==> src/rtl/ce_pkg.sv <==
// rtl/ce_pkg.sv - shared states, counter width and defaults for the stage handshake controller
package ce_pkg;

  localparam int CE_CNT_W         = 4;
  localparam int CE_DELAY_DEFAULT = 1;
  localparam int CE_SYNC_DEFAULT  = 2;

  typedef enum logic {
    U_IDLE,
    U_ACK
  } u_state_e;

  typedef enum logic [1:0] {
    D_IDLE,
    D_DELAY,
    D_REQ,
    D_RTZ
  } d_state_e;

endpackage

==> src/rtl/ce_sync_n.sv <==
// rtl/ce_sync_n.sv - N-flop level synchroniser with synchronous active-high clear
module ce_sync_n #(
  parameter int N = 2
) (
  input  logic clk,
  input  logic rst,
  input  logic d,
  output logic q
);

  logic [N-1:0] sync_q;
  logic [N-1:0] sync_d;

  always_comb begin
    sync_d = {sync_q[N-2:0], d};
  end

  always_ff @(posedge clk) begin
    if (rst) begin
      sync_q <= '0;
    end else begin
      sync_q <= sync_d;
    end
  end

  assign q = sync_q[N-1];

endmodule

==> src/rtl/ce_handshake_ctrl.sv <==
// rtl/ce_handshake_ctrl.sv - one-token 4-phase stage controller with capture pulse and token delete
// Optional CE_SYNC_EN: route CE_Send_in / CE_Ack_in through SYNC_STAGES-flop synchronisers.
module ce_handshake_ctrl
  import ce_pkg::*;
#(
  parameter int DELAY_CYCLES = CE_DELAY_DEFAULT,
  parameter int SYNC_STAGES  = CE_SYNC_DEFAULT
) (
  input  logic CLK,
  input  logic MR,
  input  logic CE_Send_in,
  input  logic CE_Ack_in,
  input  logic Exb,
  output logic CE_Ack_out,
  output logic CE_Send_out,
  output logic CE_CP
);

  localparam logic [CE_CNT_W-1:0] DELAY_LD = CE_CNT_W'(DELAY_CYCLES);

  if (SYNC_STAGES < 2) begin : g_sync_depth_check
    $error("SYNC_STAGES must be at least 2");
  end

  logic send_in_s;
  logic ack_in_s;

`ifdef CE_SYNC_EN
  ce_sync_n #(.N(SYNC_STAGES)) u_sync_send (
    .clk (CLK),
    .rst (MR),
    .d   (CE_Send_in),
    .q   (send_in_s)
  );

  ce_sync_n #(.N(SYNC_STAGES)) u_sync_ack (
    .clk (CLK),
    .rst (MR),
    .d   (CE_Ack_in),
    .q   (ack_in_s)
  );
`else
  assign send_in_s = CE_Send_in;
  assign ack_in_s  = CE_Ack_in;
`endif

  u_state_e            u_state_q, u_state_d;
  d_state_e            d_state_q, d_state_d;
  logic [CE_CNT_W-1:0] cnt_q, cnt_d;
  logic                ack_out_q, ack_out_d;
  logic                send_out_q, send_out_d;
  logic                cp_q, cp_d;
  logic                capture;

  // A token is only taken when both sides are idle: the stage holds one token.
  assign capture = (u_state_q == U_IDLE) && (d_state_q == D_IDLE) && send_in_s;

  always_comb begin
    u_state_d = u_state_q;
    d_state_d = d_state_q;
    cnt_d     = cnt_q;
    cp_d      = 1'b0;

    case (u_state_q)
      U_IDLE: begin
        if (capture) begin
          u_state_d = U_ACK;
          cp_d      = 1'b1;
        end
      end
      U_ACK: begin
        if (!send_in_s) begin
          u_state_d = U_IDLE;
        end
      end
      default: u_state_d = U_IDLE;
    endcase

    case (d_state_q)
      D_IDLE: begin
        if (capture && !Exb) begin
          if (DELAY_LD == '0) begin
            d_state_d = D_REQ;
          end else begin
            d_state_d = D_DELAY;
            cnt_d     = DELAY_LD;
          end
        end
      end
      D_DELAY: begin
        if (cnt_q == '0) begin
          d_state_d = D_REQ;
        end else begin
          cnt_d = cnt_q - 1'b1;
        end
      end
      D_REQ: begin
        if (ack_in_s) begin
          d_state_d = D_RTZ;
        end
      end
      D_RTZ: begin
        if (!ack_in_s) begin
          d_state_d = D_IDLE;
        end
      end
      default: d_state_d = D_IDLE;
    endcase

    ack_out_d  = (u_state_d == U_ACK);
    send_out_d = (d_state_d == D_REQ);
  end

  always_ff @(posedge CLK) begin
    if (MR) begin
      u_state_q  <= U_IDLE;
      d_state_q  <= D_IDLE;
      cnt_q      <= '0;
      ack_out_q  <= 1'b0;
      send_out_q <= 1'b0;
      cp_q       <= 1'b0;
    end else begin
      u_state_q  <= u_state_d;
      d_state_q  <= d_state_d;
      cnt_q      <= cnt_d;
      ack_out_q  <= ack_out_d;
      send_out_q <= send_out_d;
      cp_q       <= cp_d;
    end
  end

  assign CE_Ack_out  = ack_out_q;
  assign CE_Send_out = send_out_q;
  assign CE_CP       = cp_q;

endmodule

==> config.mk <==
export PLATFORM = sky130hd
export DESIGN_NAME = ce_handshake_ctrl
export DESIGN_NICKNAME = d
export VERILOG_FILES = /design/src/rtl/ce_pkg.sv /design/src/rtl/ce_sync_n.sv /design/src/rtl/ce_handshake_ctrl.sv
export SDC_FILE = /design/constraint.sdc
export NUM_CORES = 1
export LEC_CHECK = 0
export BUFFER_PORTS_ARGS = -buffer_cell sky130_fd_sc_hd__buf_2
export CORE_AREA = 2 2 39 41
export CTS_CLUSTER_SIZE = 8
export DETAILED_ROUTE_END_ITERATION = 16
export DIE_AREA = 0 0 41 43
export PLACE_DENSITY = 0.59
export SLEW_MARGIN = 20
export SYNTH_ARGS = -nofsm -noshare
export SYNTH_HDL_FRONTEND = slang
export SYNTH_HIERARCHICAL = 1
export SYNTH_SLANG_ARGS = --single-unit
==> constraint.sdc <==
create_clock -name CLK -period 1.7 [get_ports CLK]
set_input_delay 0.17 -clock CLK [delete_from_list [all_inputs] [get_ports CLK]]
set_output_delay 0.17 -clock CLK [all_outputs]
set_load 0.005 [all_outputs]
Yosys cells after proc, flatten, opt, wreduce, memory -nomap -nowiden
Index checks and enable logic that the tools add are counted.
{ "totals": {"register_bits": 9, "latch_bits": 0, "ramBits": 0, "mem_bits_ro": 0, "inputBits": 5, "output_inout_bits": 3, "wordCells": 33, "mem_count": 0} }
{ "op_classes": {"n_addsub": 1, "multipliers": 0, "n_div": 0, "n_lt_le_gt_ge": 0, "n_eq_ne": 6, "shift": 0, "mux": 11, "n_bitwise": 1, "n_reduce_logical": 9} }
{ "op_table": {"columns": ["cell", "n"], "rows": [
  ["$mux W2", 4],
  ["$mux W4", 2],
  ["$pmux W2 S4", 1],
  ["$pmux W4 S2", 1],
  ["$eq A2 B2 Y1 const B", 3],
  ["$logic_not A4 Y1", 1],
  ["$sub A4 B1 Y4 const B", 1],
  ["$logic_and A1 B1 Y1", 3],
  ["$reduce_and A3 Y1", 1],
  ["$eq A2 B1 Y1 const B", 1],
  ["$logic_not A2 Y1", 1],
  ["$mux W1", 2],
  ["$ne A2 B1 Y1 const B", 1],
  ["$ne A2 B2 Y1 const B", 1],
  ["$pmux W1 S2", 1],
  ["$reduce_bool A2 Y1", 1],
  ["$reduce_or A2 Y1", 1],
  ["$logic_not A1 Y1", 1],
  ["$not A1 Y1", 1]
]} }

Logic depth before layout (Yosys ltp)
{ "logic_depth": {"ltp_word": 7, "depth_mapped": 5, "depth_no_buf": 5} }

Least setup slack after synthesis
No wires, ideal clock.
{ "synth_timing": {"path_type": "reg-to-reg", "start": "register cnt_q[0]", "end": "register cnt_q[0]", "arrival_time_ps": 1192, "required_ps": 1566, "slack_ps": 374, "path_stages_with_launch": 6, "path_buffers": 0, "path_cell_list": "dfxtp_1 > inv_1 > ha_1 > or3b_4 > a22oi_4 > a211oi_2"} }
{ "synth_between": {"elab_chain_len": 3} }
{ "synth_rtl": {"columns": ["item", "line", "rtl"], "rows": [
  ["start, declared", "ce_handshake_ctrl.sv:49", "logic [CE_CNT_W-1:0] cnt_q, cnt_d;"],
  ["start signal, assigned", "ce_handshake_ctrl.sv:125", "cnt_q <= cnt_d;"],
  ["$sub A4 B1 Y4 or $logic_not A4 Y1 (tied branches)", "ce_handshake_ctrl.sv:94, ce_handshake_ctrl.sv:91", null],
  ["$mux W4 or $ne A2 B2 Y1 (tied branches)", null, null],
  ["$pmux W4 S2 or $reduce_and A3 Y1 (tied branches)", null, null]
]} }
Several ways; a longest one is shown, not always the timed one. The select of a mux whose other input is x is not followed.
A chain may end at the register's enable or synchronous reset.

Worst setup path after layout
{ "layout_timing": {"start": "register cnt_q[0]", "end": "register cnt_q[1]"} }
Same word-level chain as after synthesis.

==> impl_metrics.toml <==
[global_route]
track_usage_pct = 13.7
grt_pass1_vias = 341
grt_start_max_net_pins = 12
gr-total-overflow = 0
grt_pass1_wl_um = 1510
antenna_found_initial = 0

[final_layout]
areaGrowthSynthToFinish_pct = 16.5
drive_above_1_share_pct = 29.0
antennaDiodeCount = 0
most-common-layout-cells = "dfxtp_1 (9), buf_2 (7), nor2_1 (6), inv_1 (4), a21oi_1 (4)"
final_core_util_pct = 39.6
final_common_cell = "dfxtp_1"
nNetsFinal = 69

[sta]
slew-limit-headroom_pct = 80.0
finalSetupViolations = 0
tns_ns = 0
clock_skew_ns = 0.00161
hold_viol = 0
fmax_mhz = 710
worst_pin_slew_ns = 0.299
rsz0062_at_grt = "false"
period_needed_ns = 1.41
holdWs_ns = 0.177
slew_violations = 0
period_share_pct = 82.8

[clock_network]
root_buffer = "clkbuf_4"
clkSinkCount = 9
clk_latency_ns = 0.26
numCtsBuffers = 3
ctsLongestPathBuffers = 2
cts-resized-gates = 0
htree_levels = 1
clkTransAtPathRegs_ns = 0.06
cts_setup_buffers = 0
cts_tree = "yes"
cts_hold_buf = 0

[pwr]
clockPowerShare_pct = 33.1
power.density_nw_per_um2 = 927
power_frac_seq_pct = 46.7
ir_worst_vdd_uv = 345
sw_frac_of_total_pct = 28.4
internal_power_uw = 364
p_sw_uw = 145
leakagePower_uw = 0.000238
power_frac_comb_pct = 20.2
p_total_uw = 508

[floorplan]
fp.dieH_um = 43
core_um2 = 1380
die_w_um = 41
die-area_um2 = 1760
rows = 14
initial_core_util_pct = 34.0
io_pins = 8

[worst_hold_path]
worst_hold_path_type = "input port to register"
hold_start = "CE_Ack_in"

[detailed_routing]
drt_iter0_drc = 12
wl_um = 934
wl_per_cell_um = 12.0
drc = 0
num_vias = 393
final_antenna_net_count = 0
firstDrtPassIters = 3
drt-vias-per-instance = 5.04

[worst_setup_path]
crit_slowest_cell = "or3b_4"
cp_data_required_time_ns = 1.91
path_cells = "inv_1 -> ha_1 -> or3b_4 -> a22oi_4 -> a32o_1"
crit_path_max_fanout = 4
crit_path_start_kind = "register"
setup.worst_path.start = "cnt_q[0]$_SDFFE_PP0P_"
r2r_start = "cnt_q[0]$_SDFFE_PP0P_"
max_stage_delay_ns = 0.42
timing.critical_path.buf_inv = 1
arrival_ns = 1.61
worstSetupPathType = "register to register"
cp-end-kind = "register"
crit_family = "simple AND/OR/NAND/NOR gates"

[synth]
syn_nets = 58
synth_area_um2 = 470
postSynthCellCount = 52
ys_ff_latch = 9
syn_area_per_cell_um2 = 9.05
yosysUniqueCellTypes = 26
yosysSeqAreaShare_pct = 38.3
yosysWarnings = 6

[place]
hpwlAfterDp_um = 682
place_congestion = 0.770
numPortBuffers = 7

[flow_run]
drv_cap = 0

[status]
status = "completed"
-- final timing paths --
kind                                   to  slack (ns)  cells after the start
setup / recovery    cnt_q[1]$_SDFFE_PP0P_        0.29                      5
setup reg to reg    cnt_q[1]$_SDFFE_PP0P_        0.29                      5
hold / removal    d_state_q[0]$_SDFF_PP0_        0.18                      3
hold reg to reg     cnt_q[2]$_SDFFE_PP0P_        0.53                      2
-- final cells by class --
| class | count | area, µm² |
|---|---|---|
| Clock buffer | 4 | 26.3 |
| Tap cell | 16 | 20.0 |
| Sequential cell | 9 | 180 |
| Inverter | 4 | 15.0 |
| Timing Repair Buffer | 7 | 35.0 |
| Multi-Input combinational cell | 38 | 272 |
| Fill cell | 148 | 836 |
-- worst register-to-register path: stages (launching register included) --
cell     delay, ns
dfxtp_1       0.31
inv_1         0.10
ha_1          0.20
or3b_4        0.42
a22oi_4       0.17
a32o_1        0.15
-- Yosys cell counts, drive strengths merged --
| cell | count | area share (%) |
|---|---|---|
| dfxtp | 9 | 38 |
| o32ai | 1 | 1.9 |
| inv | 4 | 3.2 |
| nor3 | 3 | 4.3 |
| nand3 | 1 | 1.1 |
| nand4b | 1 | 1.9 |
| or3b | 1 | 2.4 |
| ha | 1 | 2.7 |
| nor3b | 3 | 4.8 |
| clkbuf | 1 | 0.80 |
| a22oi | 1 | 4.5 |
| nor2 | 7 | 6.1 |
| a21oi | 4 | 4.3 |
| nand2b | 2 | 2.7 |
| and2 | 1 | 1.3 |
| o221ai | 1 | 1.9 |
| a32o | 1 | 2.1 |
| or3 | 1 | 2.4 |
| o21ai | 1 | 1.1 |
| nand2 | 3 | 2.4 |
| nor2b | 2 | 3.2 |
| a211oi | 2 | 5.3 |
| or2b | 1 | 1.6 |
-- sequential cells by signal (all words and copies together) (netlist names) --
| register | count |
|---|---|
| CE_Send_out | 1 |
| CE_Ack_out | 1 |
| CE_CP | 1 |
| cnt_q | 4 |
| d_state_q | 2 |
-- layer usage --
| layer | wire length (µm) | global-route usage, % | part of all wire [%] | up-vias |
|---|---|---|---|---|
| met4 | 14 | 6.00 | 1.5 | 0 |
| met2 | 439 | 19.4 | 47 | 11 |
| li1 | - | - | - | 203 |
| met1 | 424 | 15.3 | 45 | 177 |
| met5 | 0 | 0 | 0 | - |
| met3 | 55 | 9.42 | 5.9 | 2 |
-- power by group through the flow --
| stage | clock network (µW) | registers (µW) | logic [µW] |
|---|---|---|---|
| after global placement | 0 | 241 | 102 |
| after CTS | 178 | 237 | 104 |
| after floorplan | 0 | 240 | 79.2 |
| final | 168 | 237 | 103 |
| after detailed placement | 0 | 242 | 103 |
| after global routing | 190 | 240 | 113 |
-- kinds of logic after synthesis --
kind of cell	synth area share, %
buffers and inverters	3.99
AO/OA/AOI/OAI	21.0
adder cells (fa/ha/maj)	2.66
flip-flops	38.3
AND/OR/NAND/NOR	34.0
-- metrics by stage --
step	area, µm²	setup slack, ns	cells
after floorplan	470	0.374	52
after CTS	548	0.279	78
after global routing	548	0.214	78
after global placement	522	0.327	74
final	548	0.292	78
after detailed placement	522	0.304	74
Note: power is estimated with default switching activity, not from simulation.
